$ cat config.mk
export PLATFORM = sky130hd
export DESIGN_NAME = borrow_look_ahead_subtractor
export DESIGN_NICKNAME = d
export VERILOG_FILES = /design/src/rtl/borrow_look_ahead_subtractor.sv
export SDC_FILE = /design/constraint.sdc
export NUM_CORES = 1
export LEC_CHECK = 0
export ABC_CLOCK_PERIOD_IN_PS = 1700
export CAP_MARGIN = 40
export CORE_AREA = 2 2 129 100
export CTS_CLUSTER_DIAMETER = 150
export DETAILED_ROUTE_END_ITERATION = 16
export DIE_AREA = 0 0 131 102
export PLACE_DENSITY = 0.79
export SLEW_MARGIN = 20
export SYNTH_ARGS = -nofsm -noshare
export SYNTH_HDL_FRONTEND = slang
export SYNTH_SLANG_ARGS = --single-unit
$ cat constraint.sdc
create_clock -name clk -period 1.7 [get_ports clk]
set_input_delay 0.51 -clock clk [delete_from_list [all_inputs] [get_ports clk]]
set_output_delay 0.51 -clock clk [all_outputs]
set_load 0.005 [all_outputs]
$ cat src/rtl/borrow_look_ahead_subtractor.sv
// Multi-cycle subtractor: one 8-bit borrow-look-ahead slice per clock.
// Optional signed overflow flag V when OVERFLOW_FLAG_EN is defined.
module borrow_look_ahead_subtractor #(
    parameter int WIDTH = 32
) (
    input  logic             clk,
    input  logic             rst_n,
    input  logic             start,
    input  logic [WIDTH-1:0] a,
    input  logic [WIDTH-1:0] b,
    input  logic             borrow_in,
    output logic             busy,
    output logic             done,
    output logic [WIDTH-1:0] D,
    output logic             borrow_out
`ifdef OVERFLOW_FLAG_EN
    ,
    output logic             V
`endif
);

    localparam int NSLICE = WIDTH / 8;
    localparam int KW = (NSLICE > 1) ? $clog2(NSLICE) : 1;

    typedef enum logic {
        IDLE,
        RUN
    } state_t;

    state_t state_q, state_d;

    logic [WIDTH-1:0] a_q, b_q, part_q, part_d;
    logic [WIDTH+7:0] cat;
    logic             brw_q;
    logic [KW-1:0]    k_q;
    logic             last;
    logic [7:0]       x, y, g, p, d;
    logic [8:0]       c;

`ifdef OVERFLOW_FLAG_EN
    logic a_msb, b_msb;
`endif

    // Borrow into bit n as a flat sum of products of g, p and the held borrow.
    function automatic logic la(input int n, input logic [7:0] gg,
                                input logic [7:0] pp, input logic c0);
        logic r, t;
        r = c0;
        for (int m = 0; m < n; m++) r = r & pp[m];
        for (int j = 0; j < n; j++) begin
            t = gg[j];
            for (int m = j + 1; m < n; m++) t = t & pp[m];
            r = r | t;
        end
        return r;
    endfunction

    assign busy = (state_q == RUN);
    assign last = (k_q == KW'(NSLICE - 1));

    // Slice datapath: look-ahead borrows and difference of the low byte.
    always_comb begin
        x    = a_q[7:0];
        y    = b_q[7:0];
        g    = ~x & y;
        p    = ~(x ^ y);
        c    = '0;
        c[0] = brw_q;
        for (int i = 1; i <= 8; i++) c[i] = la(i, g, p, brw_q);
        d      = x ^ y ^ c[7:0];
        cat    = {d, part_q};
        part_d = cat[WIDTH+7:8];
    end

    // State register.
    always_ff @(posedge clk or negedge rst_n) begin
        if (!rst_n) state_q <= IDLE;
        else        state_q <= state_d;
    end

    // Next-state logic.
    always_comb begin
        state_d = state_q;
        unique case (state_q)
            IDLE:    if (start) state_d = RUN;
            RUN:     if (last) state_d = IDLE;
            default: state_d = IDLE;
        endcase
    end

    // Operand capture, slice stepping and result publication.
    always_ff @(posedge clk or negedge rst_n) begin
        if (!rst_n) begin
            a_q        <= '0;
            b_q        <= '0;
            part_q     <= '0;
            brw_q      <= 1'b0;
            k_q        <= '0;
            done       <= 1'b0;
            D          <= '0;
            borrow_out <= 1'b0;
`ifdef OVERFLOW_FLAG_EN
            a_msb      <= 1'b0;
            b_msb      <= 1'b0;
            V          <= 1'b0;
`endif
        end else begin
            done <= 1'b0;
            if (state_q == IDLE) begin
                if (start) begin
                    a_q    <= a;
                    b_q    <= b;
                    brw_q  <= borrow_in;
                    part_q <= '0;
                    k_q    <= '0;
`ifdef OVERFLOW_FLAG_EN
                    a_msb  <= a[WIDTH-1];
                    b_msb  <= b[WIDTH-1];
`endif
                end
            end else begin
                a_q    <= a_q >> 8;
                b_q    <= b_q >> 8;
                part_q <= part_d;
                brw_q  <= c[8];
                k_q    <= k_q + 1'b1;
                if (last) begin
                    k_q        <= '0;
                    D          <= part_d;
                    borrow_out <= c[8];
                    done       <= 1'b1;
`ifdef OVERFLOW_FLAG_EN
                    V <= (a_msb ^ b_msb) & (a_msb ^ part_d[WIDTH-1]);
`endif
                end
            end
        end
    end

endmodule

# --- Yosys cells after proc, flatten, opt, wreduce, memory -nomap -nowiden ---
# Index checks and enable logic that the tools add are counted.
word_totals:
  mem_count: 0
  input_bits: 68
  mem_bits_ro: 0
  regBits: 134
  latch_bits: 0
  elab_cells: 107
  ram_bits: 0
op_classes:
  n_addsub: 1
  eq_ne: 1
  n_reduce_logical: 2
  div: 0
  magnitude_cmp: 0
  mul: 0
  shifts: 0
  mux: 16
  n_bitwise: 78
op_table:
  columns: ["cell", "count"]
  rows:
  - ["two-way mux 32 bit", 6]
  - ["AND 1 bit", 36]
  - ["OR 1 bit", 36]
  - ["inverter 8 bit", 2]
  - ["XOR 8 bit", 2]
  - ["AND 8 bit", 1]
  - ["two-way mux 1 bit", 6]
  - ["two-way mux 2 bit", 3]
  - ["adder 2 x 1 -> 2 bit, second input constant", 1]
  - ["== test 2 bit, second input constant", 1]
  - ["case mux 1 bit (2 select lines)", 1]
  - ["AND reduction 2 bit", 1]
  - ["nonzero test 2 bit", 1]
  - ["inverter 1 bit", 1]

# --- Depth between registers and ports, before layout ---
# Gate-level depths: netlist of the first run.
depth:
  word_depth: 19
  mapped_depth: 7
  depth_no_buf: 7

# --- Worst setup path before layout of the first run ---
# OpenSTA, ideal clock, no wires.
synth_timing:
  path_type: "reg2reg"
  from: "register a_q[0]"
  to: "register part_q[31]"
  slack_ns: -0.199
  t_arrival_ns: 1.767
  synth_period_minus_slack_ns: 1.899
  path_buffers: 0
  stages_incl_launch_ff: 8
  required_time_ns: 1.568
  path_cell_list: "dfrtp_1 > inv_1 > ha_1 > ha_1 > o21ai_1 > a211oi_2 > a32o_1 > or3b_1"
synth_via:
  elab_chain_cells: 18
synth_rtl:
  columns: ["element", "line", "source"]
  rows:
  - ["from (decl)", "32", "logic [WIDTH-1:0] a_q, b_q, part_q, part_d;"]
  - ["from (signal assigned)", "122", "a_q <= a_q >> 8;"]
  - ["XOR 8 bit", "66", "p = ~(x ^ y);"]
  - ["inverter 8 bit", "66", null]
  - ["AND 1 bit (7 in a row)", "49", "for (int m = 0; m < n; m++) r = r & pp[m];"]
  - ["OR 1 bit * (7 in a row)", "53", "r = r | t;"]
  - ["XOR 8 bit *", "70", "d = x ^ y ^ c[7:0];"]
  - ["two-way mux 32 bit *", "109", "if (state_q == IDLE) begin"]
  - ["to (signal assigned)", "124", "part_q <= part_d;"]
  - ["to (decl)", "32", null]
# Mark *: on every way between the ends. The rest lies on a longest branch, timed or not.
# A chain may end at the register's enable or synchronous reset.

# --- Worst setup path in the final report of the first run ---
layout_timing:
  from: "register b_q[0]"
  to: "register D[30]"
layout_via:
  elab_chain_cells: 15
layout_rtl:
  columns: ["element", "line", "source"]
  rows:
  - ["from (decl)", "32", null]
  - ["from (signal assigned)", "123", "b_q <= b_q >> 8;"]
  - ["XOR 8 bit", "66", null]
  - ["inverter 8 bit", "66", null]
  - ["AND 1 bit (6 in a row)", "49", null]
  - ["OR 1 bit * (6 in a row)", "53", null]
  - ["XOR 8 bit *", "70", null]
  - ["to (signal assigned)", "129", "D <= part_d;"]
  - ["to (decl)", "14", "output logic [WIDTH-1:0] D,"]
# Marks and branches as above.

==> results.ini, run 1 <==
[sta]
postLayoutSetupSlackWorst_ns=-0.179
finalWorstPathRequiredPeriod_ns=1.88
fmax_mhz=532
hold_violations=0
slew_at_the_pin_closest_to_its_max_slew_limit_ns=0.480
final-max-slew-violation-count=0
setup_viol=13
whs_ns=0.119
grt_setup_unrepaired=yes
clock-skew-final_ns=0.0125
finalCritPeriodShare=1.11
slew-limit-headroom=0.680

[finish]
finalInstanceArea_mm2=0.00778
stdcell_count=861
finish.net_count=761
share_of_final_layout_standard_cells_stronger_than_drive_strength_1=0.155
num_antenna_cells=0
area_growth_syn_to_layout_pct=39.3

[detailed_routing]
first_iter_violations=359
drt_wirelength_mm=13.5
detail_route.drc_violations=0
met1_routed_wirelength_after_detailed_routing_mm=5.85
viasPerCell=5.21
wl_met3_mm=1.00
drt-wirelength-per-cell_um=15.7
dr_total_vias=4483
topRoutingLayerUsed=met4
antenna_left=0
drt-pass1-iter-count=5
met2RoutedLength_mm=6.50

[logic_synthesis]
asyncSetResetFlopFracSynth=1.00
post_synth_edffs=0
synth.avg_cell_area_um2=10.2
synth_cell_types=43
ys_dominant_reg_cell=sky130_fd_sc_hd__dfrtp_1
synthesis.yosys.warnings=0
synth_area_mm2=0.00558
synth_nets=629
ys_top_cells_by_area=sky130_fd_sc_hd__dfrtp_1, sky130_fd_sc_hd__mux2i_1, sky130_fd_sc_hd__nand2_1, sky130_fd_sc_hd__o21ai_0, sky130_fd_sc_hd__ha_1
synthTopCellsByCount=sky130_fd_sc_hd__nand2_1, sky130_fd_sc_hd__dfrtp_1, sky130_fd_sc_hd__mux2i_1, sky130_fd_sc_hd__o21ai_0, sky130_fd_sc_hd__nor2_1
post-synth-top-area-fraction=0.565
yosysSeqAreaShare=0.565
synth.most_common_cell=sky130_fd_sc_hd__nand2_1
synth_cells=550
synth.ff_latch_count=126
netlist.top_cell.by_area=sky130_fd_sc_hd__dfrtp_1

[grt]
grt_usage=0.213
grt_remaining_overflow=0
maximum_number_of_pins_on_one_net_before_global_route_repair=88
number_of_global_route_vias_before_repair=4381
grt_first_pass_wirelength_mm=21.7
antenna_found_initial=0

[floorplanning]
die_width_um=131
floorplan.initialDensity=0.464
coreArea_mm2=0.0120
die_h_um=102
fp.dieArea_mm2=0.0134
row_count=35
io_pins=103

[power]
power_per_cell_area_mw_per_mm2=1840
power_total_mw=14.3
ir_drop_v=0.000922
p_leak_nw=3.78

[clocking]
cts-htree-levels=4
clock_tree_from_tritoncts=yes
clock_path_buffers=2
clock_latency_ns=0.42
numClockSinks=126
clkSlewWorstSetupHoldPaths_ns=0.06
root_buffer=sky130_fd_sc_hd__clkbuf_16
postCtsHoldBufs=0
cts_made_buffers=17

[critical_path]
worst-path-max-fanout=3
critPathArrivalTime_ns=2.21
setup.worst_path.end_class=register
r2r_start=b_q[0]$_DFFE_PN0P_
timing.critical_path.from_type=register
criticalPathCategory=register to register
required_ns=2.03
crit_path_start=b_q[0]$_DFFE_PN0P_

[status]
outcome=finished with violations
failed_checks=negative setup slack

[placement]
preCtsSetupSlack_ns=-0.199
place_hpwl_mm=8.75
io_buffer_count=102
dpl.cell_count=815
gp_routability_congestion=0.833
placedInstanceArea_mm2=0.00694

[worst_hold_path]
holdCritPathClass=primary input to asynchronous set/reset pin

[flow_run]
max_cap_violations=0

[per-layer routing]
metal  GRT usage  vias up
met5           0        -
met4      0.0859        0
met3      0.0639       19
met2       0.331      147
met1       0.283     2184
li1            -     2133
[power breakdown]
group | switching (mW) | internal (mW) | total (mW)
Sequential | 0.750 | 4.16 | 4.91
Clock | 1.42 | 2.18 | 3.60
Combinational | 3.00 | 2.81 | 5.81
[cell usage in the layout, fill, tap and decap left out, drive strengths merged, types with 2 or more instances in the layout]
cell type,count
nand2,149
dfrtp,126
mux2i,68
o21ai,66
clkdlybuf4s50,65
buf,48
dlygate4sd2,34
nor2,26
clkbuf,18
inv,17
ha,10
a22o,9
clkinv,6
nand3,5
o22ai,4
a21oi,4
or3,3
a31oi,3
xor2,3
and3,3
nor3,3
nand4,2
clkinvlp,2
bufinv,2
a2111oi,2
a211oi,2
[per-stage QoR]
step,utilization,setup TNS [ns]
after floorplan,-,-0.144
after global placement,0.576,-0.706
after detailed placement,0.576,-1.17
after CTS,0.634,-0.483
after global routing,0.646,-2.16
final,0.646,-1.29
[kinds of logic (layout without fill, tap and decap cells)]
family | after synthesis | in the layout | synth area share
flops | 126 | 126 | 0.565
buf+inv | 48 | 193 | 0.0374
compound gates | 96 | 96 | 0.101
mux | 68 | 68 | 0.122
xor+xnor | 4 | 4 | 0.00627
simple gates | 197 | 197 | 0.143
fa+ha+maj | 11 | 11 | 0.0260
[final cells by class]
cell class	count	area (um2)
clock buffers	18	429
clock inverters	14	159
fillers	912	4260
inverters	13	48.8
multi-input cells	376	2410
flip-flops and latches	126	3160
well taps	166	208
repair buffers	148	1360
[critical path, stage by stage, from the launching register on]
cell and delay (ns):
sky130_fd_sc_hd__dfrtp_1 0.41, sky130_fd_sc_hd__ha_4 0.26, sky130_fd_sc_hd__ha_4 0.16, sky130_fd_sc_hd__o211ai_1 0.29, sky130_fd_sc_hd__a21oi_2 0.13, sky130_fd_sc_hd__or3_1 0.35
sky130_fd_sc_hd__a31oi_1 0.17
[registers in the layout, summed over array words and instances, names as in the netlist]
name	flops
brw_q	1
part_q	24
borrow_out	1
b_q	32
a_q	32
k_q	2
busy	1
done	1
D	32
[final timing paths]
kind / endpoint / slack (ns) / depth (start not counted)
worst min register to register: D[4]$_DFFE_PN0P_ / 0.47 / 2
min in group clk: D[4]$_DFFE_PN0P_ / 0.47 / 2
worst max-delay path: D[30]$_DFFE_PN0P_ / -0.18 / 6
worst max register to register: D[30]$_DFFE_PN0P_ / -0.18 / 6
max in group asynchronous: busy$_DFF_PN0_ / 1.16 / 2
worst min-delay path: D[17]$_DFFE_PN0P_ / 0.12 / 2
[timing repair]
item | CTS | global route
setup endpoints to repair | 48 | 15
pin swaps | 8 | 8
resized for setup | 49 | 22
setup buffers | 9 | 5
Power figures use the tool's default switching activity.
==> run 2, diff against run 1 <==
--- a/config.mk
+++ b/config.mk
@@ -7,11 +7,11 @@
 export LEC_CHECK = 0
 export ABC_CLOCK_PERIOD_IN_PS = 1700
 export CAP_MARGIN = 40
-export CORE_AREA = 2 2 129 100
+export CORE_AREA = 2 2 140 108
 export CTS_CLUSTER_DIAMETER = 150
 export DETAILED_ROUTE_END_ITERATION = 16
-export DIE_AREA = 0 0 131 102
-export PLACE_DENSITY = 0.79
+export DIE_AREA = 0 0 142 110
+export PLACE_DENSITY = 0.69
 export SLEW_MARGIN = 20
 export SYNTH_ARGS = -nofsm -noshare
 export SYNTH_HDL_FRONTEND = slang
==> run 2 against run 1 <==
  * The run still ends with negative setup slack left
  * Via count decreased by 3.7%
  * Power decreased by 0.95%
  * Sequential share of layout area decreased by 0.23 points
  * Final cell count increased by 1.7%
  * Setup slack improved by 0.0030 ns
  * Hold slack got worse by 0.097 ns
  * Sequential cell count unchanged
  * Critical path type unchanged
  * Critical endpoint is now part_q[31]$_DFFE_PN0P_
  * Highest routed layer unchanged
==> results.ini, run 2 (synthesis results as in run 1) <==
[status]
outcome=finished with violations
failed_checks=negative setup slack

[detailed_routing]
detail_route.drc_violations=0
first_iter_violations=206
drt-pass1-iter-count=4
drt_wirelength_mm=13.0
dr_total_vias=4317
drt-wirelength-per-cell_um=14.9
antenna_left=0
viasPerCell=4.93

[critical_path]
crit_path_start=a_q[0]$_DFFE_PN0P_
regToRegSetupSlack_ns=-0.18
r2r_start=a_q[0]$_DFFE_PN0P_
timing.critical_path.from_type=register
setup.worst_path.end_class=register
critPathArrivalTime_ns=2.17
criticalPathCategory=register to register
worst-path-max-fanout=5
ff2ff_path_depth=7
r2r-end=part_q[31]$_DFFE_PN0P_
required_ns=1.99
cp-endpoint=part_q[31]$_DFFE_PN0P_

[finish]
ff_latch_area_mm2=0.00316
multiInputGateArea_mm2=0.00239
area_growth_syn_to_layout_pct=40.1
share_of_final_layout_standard_cells_stronger_than_drive_strength_1=0.151
fin_util=0.550
most_used_cells_in_the_layout_excluding_fill_and_tap_cells=sky130_fd_sc_hd__nand2_1, sky130_fd_sc_hd__dfrtp_1, sky130_fd_sc_hd__mux2i_1
finish.net_count=762
biggestRegsByFlops=D: 32 flops, a_q: 32 flops, b_q: 32 flops
final.fill_count=1188
leading_cell_type_in_the_layout_fill_and_taps_excluded=sky130_fd_sc_hd__nand2_1
num_antenna_cells=0

[worst_hold_path]
holdCritPathClass=primary input to asynchronous set/reset pin

[floorplanning]
coreArea_mm2=0.0142
fp.dieArea_mm2=0.0156
row_count=38
floorplan.initialDensity=0.393
die_h_um=110
die_width_um=142
io_pins=103

[clocking]
clock_path_buffers=2
postCtsHoldBufs=0
cts_made_buffers=17
cts-htree-levels=4
root_buffer=sky130_fd_sc_hd__clkbuf_16
clock_tree_from_tritoncts=yes
clock_latency_ns=0.41
numClockSinks=126
clkSlewWorstSetupHoldPaths_ns=0.06

[sta]
grt_setup_unrepaired=yes
postLayoutSetupSlackWorst_ns=-0.176
finalCritPeriodShare=1.10
fin_tns_setup_ns=-0.914
final-max-slew-violation-count=0
slew_at_the_pin_closest_to_its_max_slew_limit_ns=0.405
fmax_mhz=533
finalWorstPathRequiredPeriod_ns=1.88
setup_viol=10
clock-skew-final_ns=0.00797
hold_violations=0
slew-limit-headroom=0.730

[power]
share_seq_of_total_power=0.345
share_clk_of_total_power=0.260
p_leak_nw=3.78
power.combinational.fraction=0.395
power_per_cell_area_mw_per_mm2=1810
power_total_mw=14.2
p_sw_frac=0.348
switching_power_mw=4.94
p_int_mw=9.25
ir_drop_v=0.00105

[grt]
number_of_global_route_vias_before_repair=4331
maximum_number_of_pins_on_one_net_before_global_route_repair=91
grt_usage=0.176
grt_remaining_overflow=0
grt_first_pass_wirelength_mm=21.4
antenna_found_initial=0

[placement]
place_hpwl_mm=8.94
io_buffer_count=102
gp_routability_congestion=0.846
preCtsSetupSlack_ns=-0.225

[flow_run]
max_cap_violations=0

run 2: changes by cell type in the layout (fill, tap and decap cells not counted), sizes merged:
cell,previous run,this run
clkdlybuf4s15,1,0
clkbuf,18,19
bufinv,2,3
buf,48,50
inv,17,14
clkinvlp,2,5
clkinv,6,4
run 2: power groups by stage:
stage / sequential [mW] / clock, mW / combinational [mW]
2_1_floorplan: 4.74 / 0 / 2.94
6_report: 4.89 / 3.69 / 5.60
5_1_grt: 5.05 / 3.88 / 6.23
3_5_place_dp: 4.93 / 0 / 4.97
4_1_cts: 4.88 / 3.75 / 5.14
3_3_place_gp: 4.89 / 0 / 4.81
run 2: area by class of cell:
class / count / share of cell area
Clock inverter: 13 / 0.0213
Inverter: 13 / 0.00624
Multi-Input combinational cell: 376 / 0.306
Tap cell: 180 / 0.0288
Timing Repair Buffer: 149 / 0.179
Clock buffer: 19 / 0.0553
Sequential cell: 126 / 0.403
run 2: layer usage:
metal,wire [um],GRT usage
met5,0,0
met3,912,0.0570
met1,6200,0.241
met4,130,0.0529
met2,5770,0.268
run 2: worst max-delay path, stage by stage, from the launching register on:
cell	delay (ns)
sky130_fd_sc_hd__dfrtp_1	0.39
sky130_fd_sc_hd__inv_2	0.09
sky130_fd_sc_hd__ha_4	0.21
sky130_fd_sc_hd__ha_4	0.17
sky130_fd_sc_hd__o21ai_4	0.21
sky130_fd_sc_hd__a211oi_4	0.11
sky130_fd_sc_hd__a32o_1	0.23
sky130_fd_sc_hd__or3b_1	0.34
run 2: how the worst min path moves through the flow:
| stage | depth (start not counted) | endpoint | slack [ns] |
|---|---|---|---|
| after floorplan | 0 | D[0]$_DFFE_PN0P_ | 0.21 |
| after global placement | 1 | D[1]$_DFFE_PN0P_ | 0.46 |
| after detailed placement | 1 | D[2]$_DFFE_PN0P_ | 0.46 |
| after CTS | 1 | D[2]$_DFFE_PN0P_ | 0.02 |
| after global routing | 1 | D[2]$_DFFE_PN0P_ | 0.04 |
| final | 1 | D[2]$_DFFE_PN0P_ | 0.02 |
run 2: per-stage QoR:
stage          hold WS, ns  instance area, um2  instances
5_1_grt             0.0400                7820        876
2_1_floorplan        0.214                5590        550
6_report            0.0218                7820        876
4_1_cts             0.0241                7690        870
3_3_place_gp         0.458                7010        832
3_5_place_dp         0.464                7010        832
run 2: repair_timing:
| action | CTS | global route |
|---|---|---|
| setup endpoints to repair | 45 | 15 |
| resized for setup | 51 | 14 |
| pin swaps | 4 | 8 |
| setup buffers | 6 | 6 |
